`config.mk`:
```
export PLATFORM = sky130hd
export DESIGN_NAME = valve_latch_bank
export DESIGN_NICKNAME = d
export VERILOG_FILES = /design/src/rtl/valve_latch_bank.sv
export SDC_FILE = /design/constraint.sdc
export NUM_CORES = 1
export LEC_CHECK = 0
export ABC_AREA = 0
export BUFFER_PORTS_ARGS = -buffer_cell sky130_fd_sc_hd__buf_2
export CAP_MARGIN = 20
export CORE_MARGIN = 4
export CORE_UTILIZATION = 35
export DETAILED_ROUTE_END_ITERATION = 8
export SKIP_CTS_REPAIR_TIMING = 1
export SYNTH_ARGS = -nofsm -noshare
export SYNTH_HDL_FRONTEND = slang
export SYNTH_SLANG_ARGS = --single-unit
```
`constraint.sdc`:
```
create_clock -name clk -period 1.92 [get_ports clk]
set_input_delay 0.192 -clock clk [delete_from_list [all_inputs] [get_ports clk]]
set_output_delay 0.192 -clock clk [all_outputs]
set_load 0.1 [all_outputs]
```
`src/rtl/valve_latch_bank.sv`:
```
// Multi-channel valve latch: masked shadow register, commit to target, per-channel dwell FSM on q.
// Optional force-close input estop is compiled in when VALVE_ESTOP_EN is defined.
module valve_latch_bank #(
  parameter int CHANNELS    = 8,
  parameter int HOLD_CYCLES = 16,
  parameter int HOLD_W      = 8
) (
  input  logic                clk,
  input  logic                rst,
`ifdef VALVE_ESTOP_EN
  input  logic                estop,
`endif
  input  logic                wr_en,
  input  logic [CHANNELS-1:0] wr_data,
  input  logic [CHANNELS-1:0] wr_mask,
  input  logic                commit,
  output logic [CHANNELS-1:0] q,
  output logic [CHANNELS-1:0] pending,
  output logic                busy,
  output logic                commit_ack
);

  typedef enum logic [1:0] {
    ST_IDLE = 2'd0,
    ST_HOLD = 2'd1,
    ST_PEND = 2'd2
  } ch_state_e;

  localparam logic [HOLD_W-1:0] HOLD_LOAD = HOLD_W'(HOLD_CYCLES - 1);
  localparam logic [HOLD_W-1:0] CNT_ZERO  = {HOLD_W{1'b0}};

  logic [CHANNELS-1:0] shadow_r, shadow_s;
  logic [CHANNELS-1:0] target_r, target_s;
  logic [CHANNELS-1:0] q_r, q_s;
  logic [CHANNELS-1:0] pending_r, pending_s;
  logic                ack_r, ack_s;
  logic                estop_s;
  ch_state_e           state_r [CHANNELS];
  ch_state_e           state_s [CHANNELS];
  logic [HOLD_W-1:0]   cnt_r   [CHANNELS];
  logic [HOLD_W-1:0]   cnt_s   [CHANNELS];

  function automatic logic [HOLD_W-1:0] dec_sat(input logic [HOLD_W-1:0] v);
    if (v == CNT_ZERO) begin
      return CNT_ZERO;
    end else begin
      return v - {{(HOLD_W-1){1'b0}}, 1'b1};
    end
  endfunction

`ifdef VALVE_ESTOP_EN
  assign estop_s = estop;
`else
  assign estop_s = 1'b0;
`endif

  // Shadow write-through and commit transfer into the target register.
  always_comb begin
    shadow_s = shadow_r;
    target_s = target_r;
    ack_s    = 1'b0;
    if (wr_en) begin
      shadow_s = (shadow_r & ~wr_mask) | (wr_data & wr_mask);
    end else begin
      shadow_s = shadow_r;
    end
    if (estop_s) begin
      target_s = {CHANNELS{1'b0}};
      ack_s    = 1'b0;
    end else if (commit) begin
      target_s = shadow_s;
      ack_s    = 1'b1;
    end else begin
      target_s = target_r;
      ack_s    = 1'b0;
    end
  end

  // Per-channel dwell FSM; HOLD/PEND compare against the incoming target so pending tracks commits.
  always_comb begin
    q_s       = q_r;
    pending_s = pending_r;
    for (int i = 0; i < CHANNELS; i++) begin
      state_s[i] = state_r[i];
      cnt_s[i]   = cnt_r[i];
      if (estop_s) begin
        state_s[i]   = ST_IDLE;
        cnt_s[i]     = CNT_ZERO;
        q_s[i]       = 1'b0;
        pending_s[i] = 1'b0;
      end else begin
        case (state_r[i])
          ST_IDLE: begin
            pending_s[i] = 1'b0;
            if (target_r[i] != q_r[i]) begin
              q_s[i]     = target_r[i];
              cnt_s[i]   = HOLD_LOAD;
              state_s[i] = ST_HOLD;
            end else begin
              cnt_s[i]   = CNT_ZERO;
              state_s[i] = ST_IDLE;
            end
          end
          ST_HOLD: begin
            if (target_s[i] != q_r[i]) begin
              pending_s[i] = 1'b1;
              cnt_s[i]     = dec_sat(cnt_r[i]);
              state_s[i]   = ST_PEND;
            end else if (cnt_r[i] == CNT_ZERO) begin
              pending_s[i] = 1'b0;
              cnt_s[i]     = CNT_ZERO;
              state_s[i]   = ST_IDLE;
            end else begin
              pending_s[i] = 1'b0;
              cnt_s[i]     = dec_sat(cnt_r[i]);
              state_s[i]   = ST_HOLD;
            end
          end
          ST_PEND: begin
            if (target_s[i] == q_r[i]) begin
              pending_s[i] = 1'b0;
              cnt_s[i]     = dec_sat(cnt_r[i]);
              state_s[i]   = ST_HOLD;
            end else if (cnt_r[i] == CNT_ZERO) begin
              q_s[i]       = target_s[i];
              pending_s[i] = 1'b0;
              cnt_s[i]     = HOLD_LOAD;
              state_s[i]   = ST_HOLD;
            end else begin
              pending_s[i] = 1'b1;
              cnt_s[i]     = dec_sat(cnt_r[i]);
              state_s[i]   = ST_PEND;
            end
          end
          default: begin
            q_s[i]       = 1'b0;
            pending_s[i] = 1'b0;
            cnt_s[i]     = CNT_ZERO;
            state_s[i]   = ST_IDLE;
          end
        endcase
      end
    end
  end

  // State register with synchronous reset.
  always_ff @(posedge clk) begin
    if (rst) begin
      shadow_r  <= {CHANNELS{1'b0}};
      target_r  <= {CHANNELS{1'b0}};
      q_r       <= {CHANNELS{1'b0}};
      pending_r <= {CHANNELS{1'b0}};
      ack_r     <= 1'b0;
      for (int i = 0; i < CHANNELS; i++) begin
        state_r[i] <= ST_IDLE;
        cnt_r[i]   <= CNT_ZERO;
      end
    end else begin
      shadow_r  <= shadow_s;
      target_r  <= target_s;
      q_r       <= q_s;
      pending_r <= pending_s;
      ack_r     <= ack_s;
      for (int i = 0; i < CHANNELS; i++) begin
        state_r[i] <= state_s[i];
        cnt_r[i]   <= cnt_s[i];
      end
    end
  end

  assign q          = q_r;
  assign pending    = pending_r;
  assign busy       = |pending_r;
  assign commit_ack = ack_r;

endmodule
```
==> results.md, run 1 <==
Synthesis:
- The net count after synthesis is about 770.
- The synthesized design contains 0 enable-type register cells.
- The most used flip-flop cell after synthesis is sky130_fd_sc_hd__dfxtp_1.
- The most common cell in the synthesized netlist is sky130_fd_sc_hd__dfxtp_1.
- During synthesis, Yosys emitted a total of 0 warnings.
- Synthesis handed over a netlist of 700 instances.
- In the synthesized netlist the async set-or-reset flop fraction comes to 0%.
- The register bit count reported by yosys is around 110.
- Yosys mapped the design onto 52 distinct sky130hd cell types.
- The fraction of the yosys area taken by sequential cells is a little under two fifths.
- Ranked by instance count, the synthesized netlist is headed by 113 x sky130_fd_sc_hd__dfxtp_1, 84 x sky130_fd_sc_hd__nor2_1, 51 x sky130_fd_sc_hd__inv_1, 48 x sky130_fd_sc_hd__ha_1, 38 x sky130_fd_sc_hd__a21oi_1.
- The mean area per synthesized cell is just under 9 um2.
- The synthesized netlist occupies a cell area of 6053 um2.
- The fraction of post-synthesis cell area in the top cell type by area is a little under two fifths.
- The cell type contributing the most total cell area after synthesis is sky130_fd_sc_hd__dfxtp_1.
- By area the synthesized netlist is led by sky130_fd_sc_hd__dfxtp_1 37%, sky130_fd_sc_hd__ha_1 9.9%, sky130_fd_sc_hd__nor2_1 5.2%, sky130_fd_sc_hd__xnor2_1 5.1%, sky130_fd_sc_hd__xor2_1 4.2%.

Clock network:
- The number of CTS-inserted buffers is 17.
- The clock tree synthesis step divided the H-tree into 4 levels.
- After clock tree synthesis, the clock-pin slew on the worst setup and hold paths is 50 ps.
- In this run the clock root is driven by a sky130_fd_sc_hd__clkbuf_16.
- TritonCTS built the clock tree.
- At the later pin of the worst-skew pair, clock insertion delay measures 410 ps.
- No sink is reached through more buffers than the 2 on the longest clock path.
- The number of clock sinks seen by CTS is roughly 110.

GRT:
- In the global route stage, met1 resource usage came out at approximately 18%.
- For this run, global-route usage on met3 was measured as about 3.6%.
- The number of antenna violations at the first check in global routing is 0.
- Global routing used between 20% and 30% of the available met2 tracks.
- The all-layer global routing usage is approximately 14%.
- The maximum number of pins on one net before global-route repair is 23.
- The global routing stage identified its most utilized layer as met2.
- The via count of the first global-routing pass is between 4000 and 5000.
- The leftover overflow at the end of global routing is 0.
- The first global-routing pass estimated 22.14 mm of wire.

Hold path:
- The worst hold path was traced through 3 stages.
- The class of the tightest hold or removal check is primary input to register.
- The endpoint with the worst hold slack is shadow_r[5].
- The worst hold path begins at wr_data[5].

STA:
- The share of the clock period used by the worst path after layout is 107.1%.
- Setup repair after global routing could not meet its margin everywhere.
- Timing would allow up to 0.4862 GHz.
- The post-route worst setup slack is -136.9 ps.
- The final-report max-slew violation count came to 0.
- Setup violations remaining at the end of the flow were counted as 15.
- The final worst clock skew is roughly 8 ps.
- For the pin with the worst max-slew slack, the measured transition is between 500 and 600 ps.
- The relative slew slack is between 50 and 60%.
- The final critical path time including I/O delays and setup is 2057 ps.
- The final hold violation count is 0.

Power and ir drop:
- The post-layout total power is roughly 8.6 mW.
- The sequential fraction of design power is 31.9%.
- Internal power comes to approximately 6 mW.
- For this design the total switching power over the nets is 2.683 mW.
- Across the VDD grid, the largest voltage drop is between 500 and 600 uV.
- Power spread over the standard cell area amounts to 1117 nW/um2.
- The clock network accounts for between 30% and 40% of the total power.
- The leakage power total is approximately 3.3 nW.
- The switching share of total power is a little under a third.
- The combinational power share is about 32%.

Placed design:
- The HPWL after detailed placement is 9.694 mm.
- After detailed placement, the total cell area comes to roughly 6900 um2.
- The number of port buffers is 37.
- The routability congestion estimate is approximately 0.80.

Floorplan:
- The die is 139.5 um tall.
- The core region is 16760 um2.
- The overall die area is 19460 um2.
- The initial utilization of the core area, before any placement, comes to ~36%.
- Pin placement for this block handled 38 I/O pins.
- The horizontal die dimension is roughly 140 um.
- The floorplan has between 40 and 50 rows.

Layout:
- Of the cells placed in the final design, the portion with a size suffix greater than 1 is roughly 22%.
- The diode insertion count for antenna repair is 0.
- Registers take between 2000 and 2500 um2.
- The layout-stage area growth over the synthesis result is 26.81%.
- The filler cell count is 1647.
- The multi-input combinational cells in the finished layout cover a total of 3702 um2.
- In the final design database the tool counted 865 nets.
- Summing all non-filler instances in the final layout gives an area of around 7700 um2.

Critical path:
- The worst register-to-register path ends at state_r[1][3].
- The launch instance of the worst register-to-register path is cnt_r[1][11].
- STA classifies the critical path endpoint as a register.
- The cell type of the slowest stage on the worst timing path is sky130_fd_sc_hd__or4b_4.
- For this run, the slowest stage of the critical path takes between 500 and 600 ps.
- The critical path required time is 2230 ps.
- Counting cells, the worst reg-to-reg path comes to 5.
- The worst endpoint data arrival time is ~2400 ps.
- The register-to-register setup slack is -140 ps.
- The worst setup path is launched from a register.
- The largest fanout on the critical path is 4.
- The setup path with the least slack is of type register to register.
- Traced cell by cell, the critical path runs through or4_4 > or4b_4 > a21o_1 > buf_4 > and3_2.

Detailed routing:
- Using the TritonRoute via totals, the vias-per-cell ratio works out to about 4.9.
- In this run the remaining antenna-violating nets after routing total 0.
- The final route contains around 5100 vias.
- The count of unresolved DRC violations after routing is 0.
- The total wire length after detailed routing is ~13 mm.
- In this run, the number of DRC markers left after iteration 0 of detailed routing was 240.
- The first-pass iteration count of the detailed router is 5.
- Dividing the detail-routed wire length by the instance count gives about 13 um.

Job:
- The number of maximum-capacitance violations is 0.

Outcome:
- The final reports fail on setup timing.
- The flow ran to the end, but the final reports show violations.
## cells in the final DEF (no fill, tap or decap), drive strengths merged, types with 11 or more instances in the layout
cell    instances
xnor2          35
a31oi          14
nor3           21
inv            51
buf            97
and2           16
o21ai          31
ha             48
nand3          13
clkbuf         26
dfxtp         113
a21oi          38
nand2          26
nor2           84
nor4           11
xor2           29
nor2b          13
## cell type report
class,count,share of cell area [%]
Clock buffer,26,6.634
Clock inverter,5,0.9780
Inverter,51,2.494
Multi-Input combinational cell,517,48.23
Sequential cell,113,29.55
Tap cell,220,3.586
Timing Repair Buffer,97,8.525
## sequential cells by signal (all words and copies together) (netlist names)
signal / cells
target_r: 8
shadow_r: 8
pending: 8
state_r: 16
commit_ack: 1
q: 8
cnt_r: 64
## critical path, delay by kind of cell (launching register included)
family	cells	cell delay [ps]
simple gates	3	1290
flops	1	310
compound gates	1	220
buf+inv	1	130
## how the worst max path moves through the flow
stage                               end  slack, ps         start
after floorplan                    q[4]       -130   cnt_r[1][5]
after global placement    state_r[1][2]       -130  cnt_r[1][13]
after detailed placement           q[5]       -160  cnt_r[1][13]
after CTS                          q[5]       -180  cnt_r[1][13]
after global routing      state_r[1][3]       -180  cnt_r[1][11]
final                     state_r[1][3]       -140  cnt_r[1][11]
## power groups by stage
stage               clock network (mW)  logic (mW)  registers, mW
floorplan                            0        1.70           2.89
global placement                     0        2.48           2.77
detailed placement                   0        2.52           2.78
CTS                               3.19        2.54           2.73
global route                      3.28        3.04           2.76
finish                            3.10        2.75           2.73
## layer usage
| metal | part of all wire, % | up-vias |
|---|---|---|
| met5 | 0 | - |
| met4 | 1.6 | 0 |
| met3 | 3.8 | 18 |
| met2 | 45 | 70 |
| met1 | 49 | 2339 |
| li1 | - | 2651 |
## through the flow
step | hold slack [ps] | utilization [%] | std cells | worst slack (ps) | setup TNS, ps
6_report | 69.07 | 45.80 | 1029 | -136.9 | -966.4
5_1_grt | 84.14 | 45.80 | 1029 | -178.0 | -2074
4_1_cts | 48.19 | 44.74 | 1028 | -180.2 | -1770
3_5_place_dp | 454.1 | 41.25 | 997 | -164.5 | -1438
3_3_place_gp | 447.9 | 41.25 | 997 | -126.2 | -838.5
2_1_floorplan | 355.2 | - | 700 | -128.0 | -596.8
## cell families after synthesis
family	synth area share, %
XOR/XNOR	9.260
AO/OA/AOI/OAI	17.69
buffers and inverters	4.382
adder cells (fa/ha/maj)	9.922
flip-flops	37.37
AND/OR/NAND/NOR	21.37
Note: power is estimated with default switching activity, not from simulation.
==> run 2, diff against run 1 <==
BUFFER_PORTS_ARGS = not set   (was -buffer_cell sky130_fd_sc_hd__buf_2)
DONT_BUFFER_PORTS = 1   (was not set)
==> run 2 against run 1 <==
Effect of this change:
- the flow finishes with violations (hold timing, setup timing)
- largest cell class unchanged
- clock power increased by 7.1%
- combinational power grew 4%
- sequential power is essentially flat
- critical path depth unchanged
- register-to-register slack gained 30 ps
- die area stayed put
- worst setup slack better by 31 ps
- utilization is 0.89 points higher
- global-route usage shrank 0.21 points
- sequential share of layout area fell by 0.55 points
- highest routed layer unchanged
==> results.md, run 2 (synthesized netlist as in run 1, its figures left out) <==
Power and ir drop:
- For this design the static power due to leakage is approximately 3.3 nW.
- The worst-case vdd ir drop is 639.0 uV.
- Dividing total power by cell area gives a power density of 1139 nW/um2.

STA:
- Hold timing on the final database bottoms out at a slack of -6.561 ps.
- The final-report max-slew violation count is 0.
- Once routing completed, OpenROAD measured the worst setup slack at -106.2 ps.
- The total negative setup slack is -816.5 ps.
- The final hold violation count is 2.
- The final worst clock skew is about 9.0 ps.
- Setup repair after global routing could not meet its margin everywhere.
- The maximum operating frequency is 0.4935 GHz.
- The worst path in the final design needs a cycle of 2026 ps, including I/O delays and setup.
- The final setup violation count is 16.
- Measured against its own limit, the worst slew margin works out to approximately 63%.
- At the pin with the least slew margin, the transition time is about 550 ps.
- The share of the clock period used by the worst path after layout is 105.5%.

Detailed routing:
- After detailed routing, the average wire length per cell comes to between 10 and 15 um.
- The vias per cell is between 5 and 6.
- The first-pass iteration count of the detailed router is 6.
- The number of routed nets with antenna violations is 0.
- The count of unresolved DRC violations after routing is 0.
- The total wire length after detailed routing is between 10 and 15 mm.
- For this block, the initial DRC count from the detailed router was 320.
- Across all layers, the routed design uses 5141 vias.

Placed design:
- Buffers placed on the I/O ports in this run total 0.
- At the placement stage, the worst setup path has a slack of -131.6 ps.
- Summing all placed instances gives a cell area of 6817 um2.
- The routability congestion estimate is roughly 0.82.
- The HPWL after detailed placement is approximately 9.0 mm.

Critical path:
- The register-to-register setup slack is -110 ps.
- The cell type of the slowest stage on the worst timing path is sky130_fd_sc_hd__or4b_4.
- The startpoint type of the worst setup path is a register.
- The critical path's largest stage delay is 560 ps.
- The critical path crosses 5 cells after its start point.
- The terminus of the critical flop-to-flop path is q[5].
- Data on the critical path arrives at its endpoint at ~2400 ps.
- Data on the critical path is required at its endpoint by between 2000 and 2500 ps.
- The largest fanout on the critical path is 4.
- The launch instance of the worst register-to-register path is cnt_r[1][10].
- The critical setup path kind is register to register.
- The worst path buffer plus inverter count is 0.
- The cell family contributing the most delay on the critical path is simple AND/OR/NAND/NOR gates.
- The length in cells of the worst reg-to-reg path is 5.
- The signal on the critical path passes through or4_4 > or4b_4 > a21o_1 > a211o_1 > o22ai_1.
- STA classifies the critical path endpoint as a register.

Floorplan:
- The die is 139.5 um tall.
- Pin placement for this block handled 38 I/O pins.
- Row generation in the floorplan step produced 47 rows.
- The floorplan step defined a die boundary enclosing 19460 um2.
- The initial utilization of the core area, before any placement, comes to 36.12%.
- From left edge to right edge, the die measures 139.5 um.
- The standard cell core area is 16760 um2.

Outcome:
- The checks that failed: hold timing, setup timing.
- The run finished, with violations left.

GRT:
- The wire length of the first global-routing pass is around 22 mm.
- Entering global routing, the biggest net connects 60 pins.
- The via count of the first global-routing pass came to roughly 4800.
- The all-layer global routing usage is a little over an eighth.
- The leftover overflow at the end of global routing is 0.
- The number of antenna violations at the first check in global routing is 0.

Layout:
- The commonest non-fill, non-tap cell in the layout is sky130_fd_sc_hd__dfxtp_1.
- The diode insertion count for antenna repair is 0.
- Cells fill between 40% and 50% of the core in the end.
- For this run, the post-layout net count is approximately 850.
- Of the cells placed in the final design, the portion with a size suffix greater than 1 is 20.98%.
- The design area is roughly 7800 um2.
- The register ranked first by flip-flop count is cnt_r.
- In the layout the commonest cells are 107 x sky130_fd_sc_hd__dfxtp_1, 80 x sky130_fd_sc_hd__nor2_1, 63 x sky130_fd_sc_hd__buf_4.
- The flip-flop count of the largest register, all copies and words added is 64.
- Compared with the post-synthesis result, the final layout area differs by 29.27%.
- The filler cell count is approximately 1600.
- The largest registers in the layout are cnt_r: 64 flops, state_r: 16 flops.

Clock network:
- Clock tree synthesis found a total of around 110 sinks.
- The clock reaches the later pin of the worst-skew pair after 410 ps.
- The clock tree from TritonCTS is built.
- The number of H-tree branching levels is 4.
- The clock-pin slew on the worst setup and hold paths is around 60 ps.
- The root buffer cell is sky130_fd_sc_hd__clkbuf_16.
- The clock passes through at most 2 buffers.
- The number of CTS-inserted buffers is 17.

Hold path:
- The hold path startpoint is wr_en.
- The endpoint with the worst hold slack is shadow_r[0].
- The class of the tightest hold or removal check is primary input to register.
- The worst hold path passes through 2 cells.

Job:
- The number of maximum-capacitance violations is 0.
-- run 2: changes by cell type in the layout (fill, tap and decap cells not counted), moves of 3 or more --
cell / previous run / this run
sky130_fd_sc_hd__buf_2: 37 / 0
sky130_fd_sc_hd__dlygate4sd3_1: 0 / 12
sky130_fd_sc_hd__buf_4: 55 / 63
sky130_fd_sc_hd__clkbuf_1: 4 / 0
sky130_fd_sc_hd__clkinvlp_4: 0 / 4
sky130_fd_sc_hd__nor2_1: 84 / 80
sky130_fd_sc_hd__nor2_2: 0 / 4
sky130_fd_sc_hd__o21ai_0: 23 / 26
-- run 2: worst reg2reg max path, cell delays in order, from the launching register on --
cell	delay (ps)
sky130_fd_sc_hd__dfxtp_2	310
sky130_fd_sc_hd__or4_4	530
sky130_fd_sc_hd__or4b_4	570
sky130_fd_sc_hd__a21o_1	210
sky130_fd_sc_hd__a211o_1	230
sky130_fd_sc_hd__o22ai_1	100
-- run 2: worst max path at each step --
stage / start / endpoint
after floorplan: cnt_r[1][5] / q[4]
after global placement: cnt_r[1][5] / q[4]
after detailed placement: cnt_r[1][13] / q[5]
after CTS: cnt_r[1][13] / q[5]
after global routing: cnt_r[1][10] / state_r[1][2]
final: cnt_r[1][10] / q[5]
-- run 2: layout make-up --
cell class / count / area [um2] / share of cell area [%]
clock buffers: 21 / 480.5 / 6.140
clock inverters: 11 / 151.4 / 1.935
inverters: 51 / 191.4 / 2.446
multi-input cells: 517 / 3749 / 47.91
flip-flops and latches: 113 / 2270 / 29.01
well taps: 220 / 275.3 / 3.518
repair buffers: 83 / 708.2 / 9.050
-- run 2: power by group --
part | leakage (nW) | switching, mW | internal [mW]
clock network | 0.298 | 1.13 | 2.19
registers | 0.922 | 0.174 | 2.56
logic | 2.05 | 1.50 | 1.36
-- run 2: per-layer routing --
layer  part of all wire [%]  GRT usage, %  wire [um]
met1                     49         17.84       6904
met5                      0             0          0
met2                     46         21.09       6523
met3                    4.2         4.254        590
met4                    1.1         4.222        159
-- run 2: metrics by stage --
| stage | total power [mW] | hold slack [ps] | std cells |
|---|---|---|---|
| 2_1_floorplan | 4.593 | 355.2 | 700 |
| 3_3_place_gp | 5.260 | 268.5 | 970 |
| 3_5_place_dp | 5.267 | 269.4 | 970 |
| 4_1_cts | 8.664 | -170.5 | 1002 |
| 5_1_grt | 9.445 | 4.221 | 1016 |
| 6_report | 8.911 | -6.561 | 1016 |
